**src/rtl/wisc_mem_pkg.sv**
```systemverilog
// Shared types and default widths for the single-port memory arbiter.
// Holds the arbiter state encoding and the default address/data widths.
package wisc_mem_pkg;

    localparam int DEF_ADDR_W = 16;
    localparam int DEF_DATA_W = 16;

    typedef enum logic [1:0] {
        IDLE    = 2'd0,
        BUSY_IF = 2'd1,
        BUSY_DM = 2'd2
    } arb_state_t;

endpackage

```
**src/rtl/mem_lat_counter.sv**
```systemverilog
// Memory-access latency down-counter: loads on grant, counts down per busy cycle.
// Ports: clk, rst, load, dec, load_val[W], zero (count == 0). Never wraps below 0.
module mem_lat_counter #(
    parameter int W = 3
) (
    input  logic         clk,
    input  logic         rst,
    input  logic         load,
    input  logic         dec,
    input  logic [W-1:0] load_val,
    output logic         zero
);

    logic [W-1:0] cnt;

    always_ff @(posedge clk) begin
        if (rst) begin
            cnt <= '0;
        end else if (load) begin
            cnt <= load_val;
        end else if (dec && cnt != '0) begin
            cnt <= cnt - W'(1);
        end
    end

    assign zero = (cnt == '0);

endmodule

```
**src/rtl/mem_arbiter.sv**
```systemverilog
// Arbitrates one memory port between instruction fetch and data memory.
// Ports: fetch (if_*), data (dm_*), memory (mem_*), and combinational stall.
module mem_arbiter
    import wisc_mem_pkg::*;
#(
    parameter int ADDR_W  = DEF_ADDR_W,
    parameter int DATA_W  = DEF_DATA_W,
    parameter int MEM_LAT = 4
) (
    input  logic              clk,
    input  logic              rst,
    input  logic              if_req,
    input  logic [ADDR_W-1:0] if_addr,
    output logic [DATA_W-1:0] if_rdata,
    output logic              if_ready,
    input  logic              dm_req,
    input  logic              dm_we,
    input  logic [ADDR_W-1:0] dm_addr,
    input  logic [DATA_W-1:0] dm_wdata,
    output logic [DATA_W-1:0] dm_rdata,
    output logic              dm_ready,
    output logic              mem_en,
    output logic              mem_we,
    output logic [ADDR_W-1:0] mem_addr,
    output logic [DATA_W-1:0] mem_wdata,
    input  logic [DATA_W-1:0] mem_rdata,
    output logic              stall
);

    localparam int CW = $clog2(MEM_LAT + 1);
    localparam logic [CW-1:0] LOAD_VAL = CW'(MEM_LAT - 1);

    arb_state_t state, nxt;

    logic              grant_if, grant_dm, done, cnt_dec, cnt_zero;
    logic [ADDR_W-1:0] cap_addr;
    logic [DATA_W-1:0] cap_wdata;
    logic              cap_we;

    mem_lat_counter #(.W(CW)) u_cnt (
        .clk      (clk),
        .rst      (rst),
        .load     (grant_if | grant_dm),
        .dec      (cnt_dec),
        .load_val (LOAD_VAL),
        .zero     (cnt_zero)
    );

    always_ff @(posedge clk) begin
        if (rst) state <= IDLE;
        else     state <= nxt;
    end

    // A requester whose ready is high is still holding the request it
    // just completed, so it is masked to avoid a duplicate grant.
    always_comb begin
        nxt      = state;
        grant_if = 1'b0;
        grant_dm = 1'b0;
        done     = 1'b0;
        cnt_dec  = 1'b0;
        unique case (state)
            IDLE: begin
                if (dm_req && !dm_ready) begin
                    nxt      = BUSY_DM;
                    grant_dm = 1'b1;
                end else if (if_req && !if_ready) begin
                    nxt      = BUSY_IF;
                    grant_if = 1'b1;
                end
            end
            BUSY_IF, BUSY_DM: begin
                if (cnt_zero) begin
                    nxt  = IDLE;
                    done = 1'b1;
                end else begin
                    cnt_dec = 1'b1;
                end
            end
            default: nxt = IDLE;
        endcase
    end

    always_ff @(posedge clk) begin
        if (rst) begin
            cap_addr  <= '0;
            cap_wdata <= '0;
            cap_we    <= 1'b0;
            if_ready  <= 1'b0;
            dm_ready  <= 1'b0;
            if_rdata  <= '0;
            dm_rdata  <= '0;
        end else begin
            if_ready <= 1'b0;
            dm_ready <= 1'b0;
            if (grant_dm) begin
                cap_addr  <= dm_addr;
                cap_wdata <= dm_wdata;
                cap_we    <= dm_we;
            end else if (grant_if) begin
                cap_addr  <= if_addr;
                cap_wdata <= '0;
                cap_we    <= 1'b0;
            end
            if (done) begin
                if (state == BUSY_IF) begin
                    if_ready <= 1'b1;
                    if_rdata <= mem_rdata;
                end else begin
                    dm_ready <= 1'b1;
                    if (!cap_we) dm_rdata <= mem_rdata;
                end
            end
        end
    end

    assign mem_en    = (state != IDLE);
    assign mem_we    = (state == BUSY_DM) & cap_we;
    assign mem_addr  = cap_addr;
    assign mem_wdata = cap_wdata;

    assign stall = (if_req & ~if_ready) | (dm_req & ~dm_ready);

endmodule

```
**config.mk**
```make
export PLATFORM = sky130hd
export DESIGN_NAME = mem_arbiter
export DESIGN_NICKNAME = d
export VERILOG_FILES = /design/src/rtl/wisc_mem_pkg.sv /design/src/rtl/mem_lat_counter.sv /design/src/rtl/mem_arbiter.sv
export SDC_FILE = /design/constraint.sdc
export NUM_CORES = 1
export LEC_CHECK = 0
export ABC_CLOCK_PERIOD_IN_PS = 1820
export CORE_ASPECT_RATIO = 2
export CORE_MARGIN = 3
export CORE_UTILIZATION = 35
export CTS_CLUSTER_SIZE = 12
export DETAILED_ROUTE_END_ITERATION = 12
export PLACE_DENSITY = 0.72
export SLEW_MARGIN = 0
export SYNTH_ARGS = -nofsm -noshare
export SYNTH_HDL_FRONTEND = slang
export SYNTH_SLANG_ARGS = --single-unit
```
**constraint.sdc**
```tcl
create_clock -name clk -period 1.82 [get_ports clk]
set_clock_uncertainty 0.15 [all_clocks]
set_input_delay 0.364 -clock clk [delete_from_list [all_inputs] [get_ports clk]]
set_output_delay 0.364 -clock clk [all_outputs]
set_load 0.01 [all_outputs]
```
After elaboration in Yosys (flattened, before gate mapping):

Cells that the tools add are included.

* bits in registers: 72
* bits in latches: 0
* bits in writable memories: 0
* ROM bits: 0
* bits of input ports: 69
* output and inout bits: 69
* memories: 0

* $add $sub $neg: 1
* $mul: 0
* div/mod/pow operators: 0
* order comparisons: 0
* equal/unequal tests: 4
* shift operators: 0
* mux-type cells: 23
* bitwise operators: 10
* reductions and logical operators: 17

Operators by type and width (count)
* 16-bit two-way mux: 4
* 1-bit two-way mux: 13
* 2-bit two-way mux: 5
* 2-bit nonzero test: 3
* 2-bit OR reduction: 3
* 1-bit inverter: 5
* 2-bit case mux with 2 select lines: 1
* 2-bit AND reduction: 2
* 1-bit bitwise AND: 3
* 1-bit logical AND: 3
* 3-bit zero test: 1
* 3-bit inequality test (second input constant): 1
* 3-bit AND reduction: 1
* 3-bit nonzero test: 1
* 3-bit by 1-bit subtractor with 3-bit output (second input constant): 1
* 2-bit by 1-bit == test with 1-bit output (second input constant): 1
* 2-bit == test (second input constant): 1
* 1-bit zero test: 2
* 2-bit zero test: 1
* 2-bit inequality test (second input constant): 1
* 1-bit bitwise OR: 2

Longest topological paths before layout:

Gate-level depths: netlist of run 1.

* depth in word-level cells: 7
* gate-level depth with buffers: 8
* mapped depth without buffers: 5

By module:

Synthesis of run 1 repeated with hierarchy kept, for this count alone.

* cell total of the unflattened synthesis: 363
* area, all modules: 2991.6 um2

Modules (own cells, without submodules)
* mem_arbiter: times used 1, cells an instance 342, area each 2808.9 um2
* mem_lat_counter: times used 1, cells an instance 21, area each 182.7 um2

Worst setup path after synthesis of run 1:

Ideal clock, no wire load.

* kind: reg-to-reg
* start point: register state[1]
* end point: register dm_rdata[10]
* data arrival time: 1.556 ns
* slack: 0.042 ns
* cell stages (with the launch flop): 8
* path buffers: 2
* path through: dfxtp_1 inv_1 ha_1 buf_4 nand3b_4 nor3_4 buf_8 mux2i_1

* word-level cells in the longest chain between the ends: 4
* elaborated cells between the ends (all ways): 6
* classes of those cells: eq/ne (2); mux (1); bitwise (1); reduce/logical (2)

Ends and longest elaborated chain
* from (decl): RTL line mem_arbiter.sv:33 `arb_state_t state, nxt;`
* from (signal assigned): RTL line mem_arbiter.sv:51 `else state <= nxt;`
* 2-bit by 1-bit == test with 1-bit output / 2-bit == test (equally long branches): RTL line mem_arbiter.sv:62, mem_arbiter.sv:106
* 2-bit OR reduction: RTL line mem_arbiter.sv:62 `unique case (state)`
* 1-bit two-way mux: RTL line mem_arbiter.sv:62
* 3-bit AND reduction (no source line) (*)
* to (signal assigned): RTL line mem_arbiter.sv:111 `if (!cap_we) dm_rdata <= mem_rdata;`
* to (decl): RTL line mem_arbiter.sv:20 `output logic [DATA_W-1:0] dm_rdata,`

Every way passes the cells marked *; elsewhere a longest branch is shown, timed or not.
A chain may end at the register's enable or synchronous reset.

Worst setup path after layout of run 1:

* start point: register if_ready
* end point: output if_ready

RTL lines
* from (decl): RTL line mem_arbiter.sv:15 `output logic if_ready,`
* from (signal assigned): RTL line mem_arbiter.sv:89 `if_ready <= 1'b0;`
* from (signal assigned): RTL line mem_arbiter.sv:94 `if_ready <= 1'b0;`
* from (signal assigned): RTL line mem_arbiter.sv:107 `if_ready <= 1'b1;`

No word-level cell between the ends.

==> flow_summary.yaml, run 1 <==
status:
  status: "complete, no violations"
synth:
  synth_xor_area_share_pct: 0
  ys_types: 34
  synth_top_family_by_area: "simple AND/OR/NAND/NOR gates"
  synth.avg_cell_area_um2: 9.106
  ys_warn_count: 0
  synth_nets: 394
  synth.ff_latch_count: 72
  synth_compound_area_share_pct: 16.02
  syn-cell-area_um2: 2914
  yosys.area_share.adder_pct: 2.147
  yosys.area_share.simple_pct: 18.59
  syn_inst: 320
  synth_mux_area_share_pct: 5.839
  ys_seq_area_share_pct: 49.46
setup_path:
  startpoint_type: "register"
  critPathMaxFanout: 4
  path_class: "register to output pin"
  slowest_stage: "clkdlybuf4s50_1"
  crit_required_ns: 1.31
  crit_family: "buffers and inverters"
  r2r_slack_ns: 0.09
  cp.arrival_ns: 1.26
  rr_startpoint: "state[1]"
  regToRegEndpoint: "dm_rdata[9]"
  cpPeakStageDelay_ns: 0.56
  critPathBufInv: 1
  r2r_cells: 6
  endpoint_kind: "output pin"
  crit_chain: "clkdlybuf4s50_1"
global_route:
  grt_start_max_net_pins: 53
  grt_pass1_wl_um: 14150
  grt_util_all_layers_pct: 19.04
  grt_pass1_vias: 2851
  grt-ovfl-total: 0
  antenna_found_initial: 0
cells_and_area:
  nNetsFinal: 541
  antenna_cells: 0
  final_area_um2: 4915
  syn_to_final_growth_pct: 68.66
  drive_gt1_share_pct: 12.08
place:
  dpl.hpwl_um: 6732
  port_buffers: 137
  place_area_um2: 4507
  place.gp.congestion: 0.7480
min_path:
  holdCritPathClass: "register to register"
  min_path_cells: 2
  hp-start: "if_rdata[10]"
  hold-path-endpoint: "if_rdata[10]"
clock_network:
  numCtsBuffers: 9
  cts_hold_buf: 0
  clock-root-buffer: "clkbuf_16"
  clkTransAtPathRegs_ns: 0.05
  clock_path_buffers: 2
  clock_sinks: 72
  tritoncts: "done"
  cts_max_level: 3
  insertion_delay_ns: 0.32
pwr:
  leakage_nw: 1.819
  switching_share_pct: 30.20
  power.internal_w: 0.004287
  comb_power_share_pct: 37.8
  p_seq_share_pct: 33.1
  power.density_nw_per_um2: 1250
  ir_drop_uv: 859.4
  p_sw_w: 0.001855
  clock_power_share_pct: 29.0
sta:
  max_slew.worst_pin.slew_ns: 0.3428
  worst_hold_slack_ns: 0.3020
  timing.final.crit_share_pct: 97.36
  slew_headroom_pct: 76.86
  finalHoldViolations: 0
  slew_violations: 0
  rsz0062_at_grt: "false"
  setup_violations: 0
  max_freq_ghz: 0.5643
  min_period_ns: 1.772
routing:
  routed_wl_um: 9240
  drc: 0
  viasPerCell: 4.981
  wire_per_inst_um: 16.27
  dr.pass1.iters: 4
  drtIter0Drc: 132
  ant_nets: 0
  vias: 2829
floorplan:
  rows: 46
  io_pins: 138
  die_h_um: 135.0
  fp.dieW_um: 70.52
  core_um2: 8000
  fp.dieArea_um2: 9523
  initial_core_util_pct: 36.42
flow_run:
  maxCapViolations: 0
## cell families (layout without fill, tap and decap cells)
logic type	Yosys count	in the layout
compound gates	60	60
fa+ha+maj	5	5
buf+inv	48	200
flops	72	72
mux	17	17
simple gates	118	118
## area by class of cell
type	instances	area, um2
Fill cell	707	3085
Tap cell	96	120.1
Sequential cell	72	1445
Timing Repair Buffer	161	1664
Clock buffer	11	252.7
Multi-Input combinational cell	200	1291
Inverter	23	86.33
Clock inverter	5	55.05
## registers in the layout (all words and copies together), names as in the netlist
| register | count |
|---|---|
| cap_we | 1 |
| dm_ready | 1 |
| dm_rdata | 16 |
| mem_addr | 16 |
| if_ready | 1 |
| mem_wdata | 16 |
| if_rdata | 16 |
| u_cnt.cnt | 3 |
| state | 2 |
## how the worst max path moves through the flow
stage	start	end	slack, ns	cells past startpoint
after floorplan	state[1]	dm_rdata[10]	0.04	7
after global placement	dm_req	stall	-0.24	4
after detailed placement	dm_req	stall	-0.26	4
after CTS	state[1]	mem_en	0.004	4
after global routing	if_ready	if_ready	0.0005	1
final	if_ready	if_ready	0.05	1
## placed cells by master (no fill, tap or decap), drive strengths merged
master / count
a21o: 1
a21oi: 19
a221oi: 1
a32o: 18
and2: 1
and4b: 1
buf: 23
bufinv: 1
clkbuf: 14
clkdlybuf4s15: 2
clkdlybuf4s50: 132
clkinv: 3
clkinvlp: 2
dfxtp: 72
dlygate4sd2: 1
ha: 5
inv: 22
mux2i: 17
nand2: 85
nand2b: 3
nand3: 16
nand3b: 1
nand4b: 1
nor2: 2
nor2b: 2
nor3: 4
nor4bb: 2
o21ai: 2
o22ai: 2
o311ai: 16
o31a: 1
## cell usage after synthesis, drive strengths merged
library cell	count	area, um2
o31a	1	8.760
buf	18	118.9
a21oi	19	98.85
nand2b	3	26.27
a32o	18	180.2
nor2b	2	12.51
nand3b	1	20.02
o21ai	2	10.01
clkbuf	7	26.28
ha	5	62.56
inv	22	82.58
nor4bb	2	20.02
nor2	2	7.510
mux2i	17	170.2
o311ai	16	140.1
nor3	4	31.28
a21o	1	7.510
and2	1	6.260
clkinv	1	3.750
a221oi	1	8.760
and4b	1	10.01
nand3	16	80.08
nand4b	1	8.760
nand2	85	319.1
o22ai	2	12.51
dfxtp	72	1441
## timing repair
action                                  in CTS  in global routing
gates cloned                                 0                  2
endpoints found under the setup margin       4                 24
gates resized for setup                      9                 10
buffers inserted                             0                  3
pin swaps                                    0                  3
## through the flow
| stage | total power, W | setup TNS (ns) | setup WS [ns] | utilization, % | cells |
|---|---|---|---|---|---|
| global placement | 0.004162 | -3.840 | -0.2434 | 56.33 | 547 |
| finish | 0.006142 | 0 | 0.04805 | 61.43 | 568 |
| CTS | 0.006017 | 0 | 0.004274 | 60.20 | 563 |
| global route | 0.006459 | 0 | 0.0005322 | 61.43 | 568 |
| detailed placement | 0.004222 | -4.871 | -0.2602 | 56.33 | 547 |
| floorplan | 0.003111 | 0 | 0.04213 | - | 320 |
## power groups by stage
stage | Clock (W) | Sequential [W] | Combinational (W)
after floorplan | 0 | 0.00215 | 0.000963
after CTS | 0.00183 | 0.00203 | 0.00216
after global routing | 0.00189 | 0.00206 | 0.00250
after detailed placement | 0 | 0.00206 | 0.00216
after global placement | 0 | 0.00204 | 0.00212
final | 0.00178 | 0.00204 | 0.00232
## metal layers
| metal | vias to the layer above | track usage (%) | wire (um) |
|---|---|---|---|
| li1 | 1401 | - | - |
| met3 | 15 | 4.396 | 365 |
| met5 | - | 0 | 0 |
| met2 | 87 | 37.53 | 5518 |
| met4 | 0 | 7.569 | 184 |
| met1 | 1326 | 18.29 | 3172 |
(Power assumes the default switching activity.)
==> inputs of run 2 (changes only) <==
SKIP_LAST_GASP = 1   (was unset)
==> flow_summary.yaml, run 2 (same netlist as run 1, synthesis figures left out) <==
cells_and_area:
  syn_to_final_growth_pct: 67.07
  final_area_um2: 4868
  layout_common_cells: "clkdlybuf4s50_1, nand2_1, dfxtp_1"
  nNetsFinal: 538
  n_fill_cell: 715
  layout.cells.most_common: "clkdlybuf4s50_1"
  antenna_cells: 0
  drive_gt1_share_pct: 11.51
  postLayoutCoreUtil_pct: 60.85
global_route:
  gr-usage-met3_pct: 4.396
  grt.busiest_layer: "met2"
  met1_usage_pct: 18.29
  grt_start_max_net_pins: 53
  grt_util_all_layers_pct: 19.04
  antenna_found_initial: 0
  grt_pass1_vias: 2851
  met2_usage_pct: 37.53
  grt-ovfl-total: 0
  grt_pass1_wl_um: 14150
floorplan:
  initial_core_util_pct: 36.42
  io_pins: 138
  fp.dieArea_um2: 9523
  rows: 46
  fp.dieW_um: 70.52
  core_um2: 8000
  die_h_um: 135.0
setup_path:
  endpoint_kind: "output pin"
  startpoint_type: "register"
  critPathBufInv: 1
  cp.arrival_ns: 1.26
  crit_required_ns: 1.31
  cpPeakStageDelay_ns: 0.56
  crit_family: "buffers and inverters"
  slowest_stage: "clkdlybuf4s50_1"
  path_class: "register to output pin"
  crit_chain: "clkdlybuf4s50_1"
  critPathMaxFanout: 4
sta:
  setup_violations: 0
  finalHoldViolations: 0
  min_period_ns: 1.771
  timing.final.crit_share_pct: 97.33
  max_freq_ghz: 0.5645
  slew_violations: 0
  max_slew.worst_pin.slew_ns: 0.3434
  slew_headroom_pct: 76.82
  rsz0062_at_grt: "false"
routing:
  vias: 2808
  dr.pass1.iters: 4
  drc: 0
  wire_per_inst_um: 16.13
  routed_wl_um: 9113
  ant_nets: 0
  viasPerCell: 4.970
  drtIter0Drc: 153
status:
  status: "complete, no violations"
clock_network:
  cts_max_level: 3
  clock-root-buffer: "clkbuf_16"
  clkTransAtPathRegs_ns: 0.05
  clock_path_buffers: 2
  numCtsBuffers: 9
  cts_hold_buf: 0
  tritoncts: "done"
  clock_sinks: 72
  insertion_delay_ns: 0.32
pwr:
  leakage_nw: 1.798
  finalPower_w: 0.006081
  ir_drop_uv: 864.3
  power.density_nw_per_um2: 1249
place:
  place.gp.congestion: 0.7480
  place_area_um2: 4507
  dpl.hpwl_um: 6732
  port_buffers: 137
min_path:
  holdCritPathClass: "register to register"
flow_run:
  maxCapViolations: 0
-- run 2: changes by cell type in the layout (fill, tap and decap cells not counted) --
cell	delta
buf_4	-2
clkbuf_2	+1
clkdlybuf4s15_2	-1
clkbuf_16	-1
-- run 2: cell type report --
class | instances | area (um2) | share of cell area, %
clock buffer | 11 | 252.7 | 5.191
tap | 96 | 120.1 | 2.467
multi-input combinational | 200 | 1291 | 26.52
inverter | 23 | 86.33 | 1.773
sequential | 72 | 1445 | 29.68
clock inverter | 5 | 55.05 | 1.131
timing repair buffer | 158 | 1618 | 33.23
-- run 2: where the power goes --
| group | internal, W | switching [W] | total, W |
|---|---|---|---|
| Sequential | 0.00187 | 0.000165 | 0.00204 |
| Combinational | 0.00125 | 0.00102 | 0.00227 |
| Clock | 0.00113 | 0.000650 | 0.00178 |
-- run 2: path summary, 6_finish.rpt --
check | slack (ns) | cells after the start | endpoint | startpoint
hold reg to reg | 0.30 | 2 | if_rdata[10] | if_rdata[10]
setup / recovery | 0.05 | 1 | if_ready | if_ready
hold / removal | 0.30 | 2 | if_rdata[10] | if_rdata[10]
setup reg to reg | 0.10 | 6 | dm_rdata[9] | state[1]
-- run 2: layer usage --
layer,wire length (um),part of all wire [%]
met1,3165,35
met2,5449,60
met3,357,3.9
met4,142,1.6
met5,0,0
-- run 2: through the flow --
stage,hold slack [ns],setup WS (ns),cells,setup TNS (ns)
CTS,0.3054,-0.03976,563,-0.03976
detailed placement,0.2975,-0.2602,547,-4.871
global route,0.3267,0.0005322,565,0
finish,0.3023,0.04858,565,0
global placement,0.2920,-0.2434,547,-3.840
floorplan,0.3290,0.04213,320,0
-- run 2: timing repair --
action                                 in CTS  in global routing
setup buffers                               0                  1
pin swaps                                   0                  2
gates cloned                                0                  1
endpoints found under the hold margin       0                  0
gates resized for setup                     7                 12
setup endpoints to repair                   4                 24
==> inputs of run 3 (changes only) <==
CORE_UTILIZATION = 37   (was 35)
PLACE_DENSITY = 0.75   (was 0.72)
==> flow_summary.yaml, run 3 (same netlist as run 1, synthesis figures left out) <==
setup_path:
  crit_cells: 1
  path_class: "register to output pin"
  crit_required_ns: 1.31
  cpPeakStageDelay_ns: 0.57
  r2r_cells: 6
  crit_family: "buffers and inverters"
  endpoint_kind: "output pin"
  slowest_stage: "clkdlybuf4s50_1"
  critPathBufInv: 1
  crit_chain: "clkdlybuf4s50_1"
  cp.arrival_ns: 1.22
  startpoint_type: "register"
  critPathMaxFanout: 2
routing:
  vias: 2796
  ant_nets: 0
  wire_per_inst_um: 14.83
  drc: 0
  dr.pass1.iters: 4
  routed_wl_um: 8337
  viasPerCell: 4.975
  drtIter0Drc: 155
cells_and_area:
  syn_to_final_growth_pct: 64.36
  final_area_um2: 4790
  layout_common_cells: "clkdlybuf4s50_1, nand2_1, dfxtp_1"
  antenna_cells: 0
  layout.cells.most_common: "clkdlybuf4s50_1"
  postLayoutCoreUtil_pct: 63.01
  drive_gt1_share_pct: 9.615
  nNetsFinal: 537
place:
  place.gp.congestion: 0.7381
  place_area_um2: 4499
  port_buffers: 137
  dpl.hpwl_um: 6200
global_route:
  grt-ovfl-total: 0
  antenna_found_initial: 0
  grt_start_max_net_pins: 29
  grt_pass1_wl_um: 13080
  grt_pass1_vias: 2778
  grt_util_all_layers_pct: 18.89
clock_network:
  insertion_delay_ns: 0.32
  tritoncts: "done"
  cts_hold_buf: 0
  clock_sinks: 72
  clock_path_buffers: 2
  numCtsBuffers: 9
  cts_setup_buffers: 0
  clkTransAtPathRegs_ns: 0.06
  clock-root-buffer: "clkbuf_16"
  cts_max_level: 3
floorplan:
  fp.dieArea_um2: 9041
  fp.dieW_um: 68.75
  die_h_um: 131.5
  io_pins: 138
  core_um2: 7601
  initial_core_util_pct: 38.34
  rows: 45
pwr:
  power.internal_w: 0.004121
  p_seq_share_pct: 34.6
  ir_drop_uv: 858.4
  comb_power_share_pct: 35.6
  clock_power_share_pct: 29.8
  finalPower_w: 0.005847
  p_sw_w: 0.001726
  switching_share_pct: 29.53
  leakage_nw: 1.816
  power.density_nw_per_um2: 1221
min_path:
  min_path_cells: 2
  holdCritPathClass: "register to register"
sta:
  setup_violations: 0
  worst_hold_slack_ns: 0.3031
  slew_violations: 0
  slew_headroom_pct: 79.72
  max_freq_ghz: 0.5764
  finalHoldViolations: 0
  fin_setup_tns_ns: 0
  max_slew.worst_pin.slew_ns: 0.3004
  rsz0062_at_grt: "true"
  min_period_ns: 1.735
  timing.final.crit_share_pct: 95.33
flow_run:
  maxCapViolations: 0
status:
  status: "complete, no violations"
-- run 3: layout make-up --
cell class	count	area, um2
timing repair buffer	157	1580
clock inverter	3	40.04
fill	651	2811
clock buffer	13	260.3
sequential	72	1443
tap	94	117.6
multi-input combinational	200	1262
inverter	23	86.33
-- run 3: worst paths after layout --
kind / from / to / slack (ns)
setup reg to reg: state[0] / mem_wdata[7] / 0.11
hold reg to reg: if_rdata[7] / if_rdata[7] / 0.30
setup / recovery: mem_addr[13] / mem_addr[13] / 0.09
hold / removal: if_rdata[7] / if_rdata[7] / 0.30
-- run 3: repair_timing --
action | CTS | global route
cloned | 0 | 0
resized for setup | 5 | 8
setup endpoints to repair | 3 | 8
-- run 3: metrics by stage --
| step | std cells | setup WS, ns |
|---|---|---|
| final | 562 | 0.08508 |
| after global routing | 562 | -0.005035 |
| after CTS | 562 | -0.03139 |
| after detailed placement | 546 | -0.2624 |
| after global placement | 546 | -0.2245 |
| after floorplan | 320 | 0.04213 |
-- run 3: power by group through the flow --
stage,clock (W),combinational [W],sequential [W]
2_1_floorplan,0,0.000963,0.00215
3_3_place_gp,0,0.00208,0.00204
3_5_place_dp,0,0.00212,0.00205
4_1_cts,0.00179,0.00211,0.00202
5_1_grt,0.00184,0.00227,0.00206
6_report,0.00174,0.00208,0.00202
-- run 3: per-layer routing --
layer / global-route usage [%] / wire length, um / vias to the layer above
li1: - / - / 1390
met1: 19.40 / 3059 / 1303
met2: 33.95 / 4602 / 92
met3: 3.935 / 449 / 11
met4: 9.229 / 226 / 0
met5: 0 / 0 / -
